## config.mk

```make
export PLATFORM = sky130hd
export DESIGN_NAME = mem_wb_stage
export DESIGN_NICKNAME = d
export VERILOG_FILES = /design/src/rtl/mem_wb_stage_pkg.sv /design/src/rtl/mem_wb_stage_load_align.sv /design/src/rtl/mem_wb_stage.sv
export SDC_FILE = /design/constraint.sdc
export NUM_CORES = 1
export LEC_CHECK = 0
export BUFFER_PORTS_ARGS = -buffer_cell sky130_fd_sc_hd__buf_2
export CELL_PAD_IN_SITES_DETAIL_PLACEMENT = 0
export CELL_PAD_IN_SITES_GLOBAL_PLACEMENT = 1
export CORE_AREA = 2 2 109 111
export CTS_BUF_LIST = sky130_fd_sc_hd__clkbuf_8 sky130_fd_sc_hd__clkbuf_16
export CTS_CLUSTER_SIZE = 25
export DETAILED_ROUTE_END_ITERATION = 7
export DIE_AREA = 0 0 111 113
export GPL_TIMING_DRIVEN = 0
export PLACE_DENSITY = 0.93
export SLEW_MARGIN = 10
export SYNTH_ARGS = -nofsm -noshare
export SYNTH_HDL_FRONTEND = slang
export SYNTH_HIERARCHICAL = 1
export SYNTH_SLANG_ARGS = --single-unit
```

## constraint.sdc

```tcl
create_clock -name clk -period 3.8 [get_ports clk]
set_input_delay 0.95 -clock clk [delete_from_list [all_inputs] [get_ports clk]]
set_output_delay 0.95 -clock clk [all_outputs]
set_load 0.02 [all_outputs]
```

## src/rtl/mem_wb_stage_pkg.sv

```systemverilog
// rtl/mem_wb_stage_pkg.sv - shared pipeline constants: load funct3 codes and MEM/WB state encoding
package mem_wb_stage_pkg;

  localparam logic [2:0] F3_LB  = 3'b000;
  localparam logic [2:0] F3_LH  = 3'b001;
  localparam logic [2:0] F3_LW  = 3'b010;
  localparam logic [2:0] F3_LBU = 3'b100;
  localparam logic [2:0] F3_LHU = 3'b101;

  localparam logic [0:0] ST_IDLE     = 1'b0;
  localparam logic [0:0] ST_WAIT_MEM = 1'b1;

endpackage

```

## src/rtl/mem_wb_stage_load_align.sv

```systemverilog
// rtl/mem_wb_stage_load_align.sv - combinational load formatter and misalignment/illegal-type detector
module load_align
  import mem_wb_stage_pkg::*;
(
  input  logic [31:0] rdata,
  input  logic [1:0]  addr,
  input  logic [2:0]  funct3,
  output logic [31:0] data,
  output logic        fault
);

  logic [7:0]  byte_sel;
  logic [15:0] half_sel;

  assign byte_sel = rdata[{addr, 3'b000} +: 8];
  assign half_sel = addr[1] ? rdata[31:16] : rdata[15:0];

  always_comb begin
    data  = '0;
    fault = 1'b0;
    case (funct3)
      F3_LB:  data = {{24{byte_sel[7]}}, byte_sel};
      F3_LBU: data = {24'b0, byte_sel};
      F3_LH: begin
        data  = {{16{half_sel[15]}}, half_sel};
        fault = addr[0];
      end
      F3_LHU: begin
        data  = {16'b0, half_sel};
        fault = addr[0];
      end
      F3_LW: begin
        data  = rdata;
        fault = (addr != 2'b00);
      end
      default: fault = 1'b1;
    endcase
  end

endmodule

```

## src/rtl/mem_wb_stage.sv

```systemverilog
// rtl/mem_wb_stage.sv - memory/writeback stage: ALU passthrough and variable-latency loads to the register file
module mem_wb_stage
  import mem_wb_stage_pkg::*;
#(
  parameter int XLEN = 32
) (
  input  logic            clk,
  input  logic            reset,
  input  logic            ex_valid,
  output logic            ex_ready,
  input  logic [4:0]      ex_rd,
  input  logic [XLEN-1:0] ex_result,
  input  logic            ex_is_load,
  input  logic [2:0]      ex_funct3,
  output logic            dmem_req,
  output logic [XLEN-1:0] dmem_addr,
  input  logic            dmem_ack,
  input  logic [XLEN-1:0] dmem_rdata,
  output logic [4:0]      a_rd,
  output logic [XLEN-1:0] d_rd,
  output logic            we_rd,
  output logic            load_fault
);

  logic [0:0]  state;
  logic [4:0]  rd_q;
  logic [2:0]  funct3_q;
  logic [1:0]  offset_q;
  logic [1:0]  align_addr;
  logic [2:0]  align_funct3;
  logic [31:0] align_data;
  logic        align_fault;
  logic        xfer;

  assign ex_ready = (state == ST_IDLE) && !reset;
  assign xfer     = ex_valid && ex_ready;

  // One formatter serves both uses: fault screening of the incoming load in IDLE,
  // and formatting of the returned word from the captured offset/type in WAIT_MEM.
  assign align_addr   = (state == ST_WAIT_MEM) ? offset_q : ex_result[1:0];
  assign align_funct3 = (state == ST_WAIT_MEM) ? funct3_q : ex_funct3;

  load_align u_load_align (
    .rdata  (dmem_rdata),
    .addr   (align_addr),
    .funct3 (align_funct3),
    .data   (align_data),
    .fault  (align_fault)
  );

  always_ff @(posedge clk) begin
    if (reset) begin
      state      <= ST_IDLE;
      dmem_req   <= 1'b0;
      dmem_addr  <= '0;
      we_rd      <= 1'b0;
      load_fault <= 1'b0;
      a_rd       <= '0;
      d_rd       <= '0;
      rd_q       <= '0;
      funct3_q   <= '0;
      offset_q   <= '0;
    end else begin
      we_rd      <= 1'b0;
      load_fault <= 1'b0;
      case (state)
        ST_IDLE: begin
          if (xfer) begin
            if (!ex_is_load) begin
              we_rd <= 1'b1;
              a_rd  <= ex_rd;
              d_rd  <= ex_result;
            end else if (align_fault) begin
              load_fault <= 1'b1;
            end else begin
              state     <= ST_WAIT_MEM;
              dmem_req  <= 1'b1;
              dmem_addr <= {ex_result[XLEN-1:2], 2'b00};
              rd_q      <= ex_rd;
              funct3_q  <= ex_funct3;
              offset_q  <= ex_result[1:0];
            end
          end
        end
        default: begin
          if (dmem_ack) begin
            state    <= ST_IDLE;
            dmem_req <= 1'b0;
            we_rd    <= 1'b1;
            a_rd     <= rd_q;
            d_rd     <= align_data;
          end
        end
      endcase
    end
  end

endmodule

```

# Word level (Yosys, flattened, before mapping)
# Cells that the tools add are included.
[totals] register_bits=81 latchBits=0 mem_bits_rw=0 mem_bits_ro=0 in_bits=77 memories=0
[op_classes] addsub=0 n_mul=0 div_mod_pow=0 magnitude_cmp=0 eq_ne=7 shift=1 mux=28 bitwise_logic=4 n_reduce_logical=13
[op_table] op="$pmux W32 S5" count=1
[op_table] op="$mux W32" count=4
[op_table] op="$shiftx A32 B6 Y8" count=1
[op_table] op="$mux W5" count=4
[op_table] op="$mux W16" count=1
[op_table] op="$mux W1" count=15
[op_table] op="$reduce_and A4 Y1" count=2
[op_table] op="$eq A3 B3 Y1 const B" count=2
[op_table] op="$reduce_bool A2 Y1" count=3
[op_table] op="$ne A2 B2 Y1 const B" count=2
[op_table] op="$not A1 Y1" count=4
[op_table] op="$reduce_or A2 Y1" count=2
[op_table] op="$reduce_or A4 Y1" count=1
[op_table] op="$eq A3 B1 Y1 const B" count=1
[op_table] op="$eq A3 B2 Y1 const B" count=1
[op_table] op="$logic_not A3 Y1" count=1
[op_table] op="$mux W3" count=1
[op_table] op="$pmux W1 S3" count=1
[op_table] op="$reduce_and A3 Y1" count=1
[op_table] op="$logic_and A1 B1 Y1" count=2
[op_table] op="$mux W2" count=1
[op_table] op="$ne A2 B1 Y1 const B" count=1
[op_table] op="$logic_not A1 Y1" count=1

# Depth between registers and ports, before layout
# Gate-level depths: netlist of the first run.
[depth] ltp_word=8 ltp_mapped=11 depth_no_buf=7

# Cells and area by module
# The synthesis of the first run kept the hierarchy.
[modules_own_cells] module="mem_wb_stage" instances=1 cells_per_inst=377 area_each_um2=3614.7 seq_area_each_um2=1621.6
[modules_own_cells] module="load_align" instances=1 cells_per_inst=108 area_each_um2=938.4 seq_area_each_um2=0.0

# Worst setup path before layout of the first run
# Ideal clock, no wire load.
[synth_path] kind="input port to flip-flop" from="input port ex_funct3[2]" to="register dmem_req" arrival_time_ps=2620 required_time_ps=3727 slack_ps=1106 cell_stages=9 path_buffers=2 cell_sequence="mux2_2 > buf_2 > or2_2 > o21a_1 > o22a_1 > clkinv_1 > clkbuf_1 > nand2_1 > a21oi_1"
[synth_via] elab_chain_len=6
[synth_lines] item="start: declaration" line="mem_wb_stage.sv:14" source="input logic [2:0] ex_funct3,"
[synth_lines] item="$mux W3 (*)" line="mem_wb_stage.sv:41" source="assign align_funct3 = (state == ST_WAIT_MEM) ? funct3_q : ex_funct3;"
[synth_lines] item="$eq A3 B1 Y1 (tied with other cells)" line="mem_wb_stage_load_align.sv:21" source="case (funct3)"
[synth_lines] item="$reduce_or A2 Y1 (no line)"
[synth_lines] item="$pmux W1 S3 (*)" line="mem_wb_stage_load_align.sv:21"
[synth_lines] item="net align_fault" line="mem_wb_stage.sv:32" source="logic align_fault;"
[synth_lines] item="$ne A2 B2 Y1 (no line) (*)"
[synth_lines] item="$reduce_and A4 Y1 (no line) (*)"
[synth_lines] item="end signal: assignment" line="mem_wb_stage.sv:54" source="dmem_req <= 1'b0;"
[synth_lines] item="end signal: assignment" line="mem_wb_stage.sv:77" source="dmem_req <= 1'b1;"
[synth_lines] item="end signal: assignment" line="mem_wb_stage.sv:88" source="dmem_req <= 1'b0;"
[synth_lines] item="end: declaration" line="mem_wb_stage.sv:15" source="output logic dmem_req,"
# Mark *: on every way through the listed nets, which the timed path passes. The rest lies on a longest branch.
# A chain may end at the register's enable or synchronous reset.

# Worst setup path after layout of the first run
[layout_path] from="register state" to="register dmem_addr[29]"
[layout_via] elab_chain_len=6
[layout_lines] item="start: declaration" line="mem_wb_stage.sv:25" source="logic [0:0] state;"
[layout_lines] item="start signal: assignment" line="mem_wb_stage.sv:53" source="state <= ST_IDLE;"
[layout_lines] item="start signal: assignment" line="mem_wb_stage.sv:76" source="state <= ST_WAIT_MEM;"
[layout_lines] item="start signal: assignment" line="mem_wb_stage.sv:87" source="state <= ST_IDLE;"
[layout_lines] item="$mux W3 (*)" line="mem_wb_stage.sv:41"
[layout_lines] item="net align_funct3[2]" line="mem_wb_stage.sv:30" source="logic [2:0] align_funct3;"
[layout_lines] item="$eq A3 B1 Y1 (tied with other cells)" line="mem_wb_stage_load_align.sv:21"
[layout_lines] item="$reduce_or A2 Y1 (no line)"
[layout_lines] item="$pmux W1 S3 (*)" line="mem_wb_stage_load_align.sv:21"
[layout_lines] item="net align_fault" line="mem_wb_stage.sv:32"
[layout_lines] item="$not A1 Y1 (no line) (*)"
[layout_lines] item="$reduce_and A4 Y1 (no line) (*)"
[layout_lines] item="end signal: assignment" line="mem_wb_stage.sv:78" source="dmem_addr <= {ex_result[XLEN-1:2], 2'b00};"
[layout_lines] item="end: declaration" line="mem_wb_stage.sv:16" source="output logic [XLEN-1:0] dmem_addr,"
# Marks and branches as above.

==> flow_metrics.tcl, run 1 <==
set metrics [dict create \
    status "finished clean" \
    path_max_fanout 10 \
    avgViaCountPerCell 5.73 \
    route.detailed.drc 0 \
    portBuffers 147 \
    final_cell_mix "buf_2, dfxtp_1, o21ai_0" \
    routed.top_layer "met4" \
    ctsResizeCount 0 \
    grt_overflow_total 0 \
    drt-total-wl_um 15500 \
    worstPathRequired_ps 4070 \
    netlist_area_sq_um 4550 \
    hpwl_um 11800 \
    cts_tree "done" \
    finalNetCount 721 \
    synth_top_family_by_area "compound AO/OA/AOI/OAI gates" \
    setup_violations 0 \
    r2r_cells 11 \
    path_class "reg -> reg" \
    max_freq_mhz 318 \
    fillers 1083 \
    met2_length_um 7370 \
    insertion_delay_ps 340 \
    instances_no_fill 792 \
    finalCritPeriodShare_pct 82.7 \
    numClockSinks 81 \
    die-area_sq_um 12500 \
    p_per_area_nw_per_um2 393 \
    area_growth_pct 26.5 \
    dr.pass1.iters 5 \
    wire_per_inst_um 19.6 \
    m1WireLength_um 6950 \
    dp_cells 776 \
    yosys.area_share.adder_pct 0 \
    maxCapViolations 0 \
    multi_input_area_sq_um 2570 \
    total_power_mw 2.26 \
    finalMaxSlewViolations 0 \
    grt_use_total_pct 24.0 \
    vdd_drop_max_mv 0.198 \
    drtIter0Drc 279 \
    pin_count 150 \
    hold_violations 0 \
    swShare_pct 30.2 \
    grt_antenna_before_repair 0 \
    clk_path_buf_depth 2 \
    avgSynthCellArea_sq_um 9.39 \
    seq_power_share_pct 40.0 \
    ys_async_sr_fraction_pct 0 \
    r2r_slack_ps 660 \
    end_kind "flop" \
    final_common_cell "buf_2" \
    drive_gt1_share_pct 39.8 \
    synth_seq_cells 81 \
    ys_types 46 \
    worstPathArrival_ps 3410 \
    p_int_mw 1.58 \
    die_x_um 111 \
    skew_ps 5.08 \
    synth.area.mux_share_pct 12.2 \
    clkPwrFrac_pct 38.0 \
    gp_congestion 0.915 \
    yosys.area_share.simple_pct 13.7 \
    initial_core_util_pct 40.4 \
    regArea_sq_um 1620 \
    switchingPower_mw 0.683 \
    crit_end "dmem_addr[29]" \
    root_buffer "clkbuf_16" \
    min_delay_path_depth 2 \
    r2r_end "dmem_addr[29]" \
    core_area_sq_um 11300 \
    fin_util_pct 51.1 \
    routed-wl-met3_um 899 \
    clkTransAtPathRegs_ps 60 \
    postCtsSetupBuffers 0 \
    timing.rr.start "state" \
    synth_cells 485 \
    n_antenna_cell 0 \
    vias 4536 \
    power_frac_comb_pct 22.0 \
    yosys_warnings 6 \
    synth-main-ff-cell "dfxtp_1" \
    finalCriticalPeriod_ps 3140 \
    grt_pass1_wl_um 23800 \
    seq_area_frac_synth_pct 35.6 \
    ant_nets 0 \
    synth_xor_area_share_pct 0 \
    fp-row-count 39 \
    tightest_slew_ps 724 \
    hold_class "reg -> reg" \
    htreeDepth 3 \
    grt_max_degree 14 \
    start_kind "flop" \
    cts_made_buffers 9 \
    synth-compound-area-share_pct 30.5 \
    relSlewSlack_pct 51.7 \
    synth_edf_count 0 \
    cp-startpoint "state" \
    setup_tns_ps 0 \
    grt_pass1_vias 4403 \
    rsz0062_at_grt "no" \
    ctsHoldBuffers 0 \
    die_h_um 113 \
    leakage_nw 2.28 \
]
-- registers in the layout, indices dropped and copies added (netlist names) --
register	flops
offset_q	2
we_rd	1
d_rd	32
load_fault	1
state	1
dmem_req	1
rd_q	5
dmem_addr	30
a_rd	5
funct3_q	3
-- cells by family (layout without fill, tap and decap cells) --
logic type	count (synthesis)	count (layout)
multiplexers	52	52
AND/OR/NAND/NOR	111	111
AO/OA/AOI/OAI	178	178
buffers and inverters	62	225
other	1	2
flip-flops	81	81
-- area by class of cell --
| cell class | count | share of cell area (%) |
|---|---|---|
| buffer | 60 | 6.13 |
| clock buffer | 9 | 3.91 |
| inverter | 2 | 0.130 |
| timing repair buffer | 147 | 12.8 |
| sequential | 81 | 28.1 |
| multi-input combinational | 343 | 44.7 |
| clock inverter | 7 | 1.11 |
| tap | 143 | 3.11 |
-- power groups by stage --
stage | combinational [mW] | clock, mW | sequential, mW
after global placement | 0.482 | 0 | 0.922
after floorplan | 0.284 | 0 | 0.962
after detailed placement | 0.492 | 0 | 0.924
final | 0.499 | 0.860 | 0.905
after global routing | 0.533 | 0.902 | 0.909
after CTS | 0.496 | 0.867 | 0.905
-- metrics by stage --
| stage | area [sq um] | setup slack, ps | hold WS [ps] |
|---|---|---|---|
| global placement | 5470 | 607 | 458 |
| floorplan | 4560 | 1110 | 450 |
| finish | 5760 | 659 | 472 |
| CTS | 5760 | 681 | 473 |
| global route | 5760 | 452 | 494 |
| detailed placement | 5470 | 582 | 464 |
-- Yosys cell counts (all sizes together), types with 3 or more instances --
library cell,instances,area (sq um)
dfxtp,81,1620
a211oi,53,608
o21ai,45,225
a21oi,43,215
mux2i,41,410
nand3,40,200
nor3,37,185
buf,35,259
clkbuf,25,93.8
a22oi,19,143
mux2,10,124
nand2,8,30.0
a221o,7,70.1
nor2b,7,58.8
nor2,5,18.8
o221ai,4,35.0
nand2b,3,18.8
or2,3,21.3
-- how the worst min path moves through the flow --
stage / start / end / slack (ps)
floorplan: funct3_q[0] / funct3_q[0] / 450
global placement: funct3_q[0] / funct3_q[0] / 460
detailed placement: dmem_addr[5] / dmem_addr[5] / 460
CTS: dmem_addr[5] / dmem_addr[5] / 470
global route: offset_q[1] / offset_q[1] / 490
finish: dmem_addr[5] / dmem_addr[5] / 470
-- critical path, cell delays in order, from the launching register on --
cell and delay (ps):
dfxtp_1 370, buf_6 170, buf_2 280, mux2_2 370, buf_2 200, or2_2 350
o21a_1 180, o22a_1 210, clkinv_1 190, clkbuf_1 430, nand3_1 180, a21oi_1 140
-- routing by layer --
layer / vias to the layer above / GRT usage, %
met3: 22 / 4.66
met2: 169 / 39.3
met1: 2193 / 32.1
met4: 0 / 7.92
met5: - / 0
li1: 2152 / -
Power figures use the tool's default switching activity.
==> inputs of run 2 (changes only) <==
Settings changed: ABC_AREA set to 1, CORE_AREA 2 2 109 111 to 2 2 122 124, DIE_AREA 0 0 111 113 to 0 0 124 126, PLACE_DENSITY 0.93 to 0.87.
Clock period 3.8 ns to 3.3 ns, I/O delays scaled along.
==> run 2 against run 1 <==
  * Combinational power rose by 17%
  * Clock-buffer cell count rose by 2
  * Register-to-register slack got worse by 330 ps
  * Design area rose by 5.8%
  * Non-clock buffer count fell by 7
  * Clock power rose by 28%
  * Global-route usage fell by 3.2 points
  * Synthesized cell count rose by 70%
  * Critical path type unchanged
  * Wire length rose by 1.9%
  * Largest power group is now clock
==> flow_metrics.tcl, run 2 <==
set metrics [dict create \
    insertion_delay_ps 350 \
    ys_async_sr_fraction_pct 0 \
    top_register "d_rd" \
    numClockSinks 81 \
    synth_top_cell_by_area "dfxtp_1" \
    setup_tns_ps 0 \
    crit_buf_inv 7 \
    synth_cells 826 \
    synthDominantCellAreaShare_pct 33.8 \
    worst_path_dominant_cell_family "buffers and inverters" \
    swShare_pct 29.5 \
    worstPathArrival_ps 3210 \
    cts_made_buffers 9 \
    ys_top_cells_by_count "nand2_1, nor2_1, inv_1" \
    fp-row-count 44 \
    ant_nets 0 \
    hold_violations 0 \
    drtIter0Drc 314 \
    final_area_sq_um 6090 \
    finalMaxSlewViolations 0 \
    finalCritPeriodShare_pct 89.9 \
    route.detailed.drc 0 \
    reg_top3 "d_rd (32), dmem_addr (30)" \
    ctsHoldBuffers 0 \
    crit_path_frequent_cell "nand2_1" \
    core_area_sq_um 14300 \
    r2r_slack_ps 330 \
    min_delay_path_depth 2 \
    wire_per_inst_um 13.5 \
    die_h_um 126 \
    max_freq_mhz 337 \
    start_kind "flop" \
    grt_use_total_pct 20.8 \
    clkTransAtPathRegs_ps 60 \
    synth_edf_count 0 \
    final_common_cell "nand2_1" \
    status "finished clean" \
    path_class "reg -> reg" \
    relSlewSlack_pct 60.8 \
    area_growth_pct 27.1 \
    crit_slowest_cell "dfxtp_1" \
    netlist_area_sq_um 4800 \
    p_int_mw 1.94 \
    ys_types 25 \
    cts_tree "done" \
    p_per_area_nw_per_um2 451 \
    r2r_end "dmem_addr[7]" \
    dpl_cell_area_sq_um 5770 \
    drive_gt1_share_pct 21.7 \
    fin_util_pct 42.6 \
    rsz0062_at_grt "no" \
    switchingPower_mw 0.812 \
    vdd_drop_max_mv 0.271 \
    htreeDepth 3 \
    final_cell_mix "nand2_1, buf_2, nor2_1" \
    maxCapViolations 0 \
    grt_overflow_total 0 \
    clk_path_buf_depth 2 \
    skew_ps 7.29 \
    root_buffer "clkbuf_16" \
    hold_class "reg -> reg" \
    worstPathCellList "buf_6 -> clkbuf_1 -> nand2_1 -> o21ai_0 -> inv_2 -> buf_6 -> nand3_4 -> inv_1 -> o21ai_1 -> nand3_1 -> inv_1 -> nand2_1 -> nor2_4 -> buf_2 -> nand2_1 -> nand2_1 -> nor2_1" \
    die_x_um 124 \
    power_frac_comb_pct 21.3 \
    finalNetCount 1062 \
    worstPathRequired_ps 3550 \
    path_max_fanout 10 \
    grt_max_degree 13 \
    grt_pass1_wl_um 25000 \
    setup_violations 0 \
    grt_pass1_vias 4943 \
    synth-main-ff-cell "dfxtp_1" \
    timing.rr.start "state" \
    pin_count 150 \
    seq_power_share_pct 38.7 \
    dr.pass1.iters 6 \
    gp_congestion 0.913 \
    yosys_warnings 6 \
    largest_register_ffs 32 \
    seq_area_frac_synth_pct 33.8 \
    synth_seq_cells 81 \
    clkPwrFrac_pct 40.0 \
    tightest_slew_ps 588 \
    die-area_sq_um 15600 \
    hp-start "dmem_req" \
    finalCriticalPeriod_ps 2970 \
    avgSynthCellArea_sq_um 5.81 \
    drt-total-wl_um 15800 \
    initial_core_util_pct 33.5 \
    cpPeakStageDelay_ps 380 \
    vias 5341 \
    synthTopCellsByArea "dfxtp_1, nand2_1, nor2_1, inv_1, nand3_1" \
    r2r_cells 17 \
    grt_antenna_before_repair 4 \
    leakage_nw 3.41 \
    avgViaCountPerCell 4.54 \
    portBuffers 147 \
    synth_most_common_cell "nand2_1" \
    hold_end "dmem_req" \
    hpwl_um 12400 \
    end_kind "flop" \
]
## run 2: worst max path at each step
stage | slack, ps | from | cells past startpoint | endpoint
2_1_floorplan | 740 | ex_funct3[1] | 12 | dmem_addr[27]
3_3_place_gp | 30 | ex_funct3[1] | 13 | funct3_q[2]
3_5_place_dp | 30 | ex_funct3[1] | 13 | funct3_q[2]
4_1_cts | 230 | state | 13 | funct3_q[2]
5_1_grt | 30 | state | 17 | rd_q[4]
6_report | 330 | state | 17 | dmem_addr[7]
## run 2: layout make-up
type	count	area, sq um
Antenna cell	2	5.00
Tap cell	184	230
Fill cell	1583	8220
Buffer	53	294
Inverter	115	432
Multi-Input combinational cell	578	2450
Clock buffer	11	253
Clock inverter	5	71.3
Timing Repair Buffer	147	736
Sequential cell	81	1620
## run 2: repair_timing
action	in CTS	in global routing
gates resized for setup	0	1
endpoints found under the setup margin	0	10
buffers inserted	0	0
hold endpoints to repair	0	0
## run 2: kinds of logic after synthesis
kind of cell	count (synthesis)	share of synthesized area (%)
other	1	0.0782
and+or+nand+nor	488	41.7
DFF	81	33.8
buffers and inverters	168	15.1
AOI/OAI and AO/OA	88	9.26
## run 2: routing by layer
| layer | routed length (um) | share of wire, % | track usage (%) |
|---|---|---|---|
| met1 | 7090 | 45 | 27.1 |
| met2 | 7170 | 45 | 33.2 |
| met3 | 1280 | 8.1 | 5.25 |
| met4 | 273 | 1.7 | 7.27 |
| met5 | 13 | 0.082 | 0 |
## run 2: stage by stage
stage          setup slack, ps  hold WS (ps)  total power, mW  std cells
6_report                   333           467             2.75       1176
4_1_cts                    226           466             2.78       1174
3_3_place_gp              31.5           459             1.67       1158
2_1_floorplan              737           455             1.47        827
3_5_place_dp              30.5           455             1.67       1158
5_1_grt                   28.7           505             2.89       1176
## run 2: worst min-delay path: stages, from the launching register on
cell and delay [ps]:
dfxtp_1 310, nand2_1 60, a21oi_1 50
## run 2: power groups by stage
stage / clock network (mW) / logic [mW] / registers [mW]
after global routing: 1.16 / 0.661 / 1.07
after detailed placement: 0 / 0.586 / 1.09
after floorplan: 0 / 0.325 / 1.15
final: 1.10 / 0.586 / 1.07
after CTS: 1.12 / 0.588 / 1.07
after global placement: 0 / 0.584 / 1.09
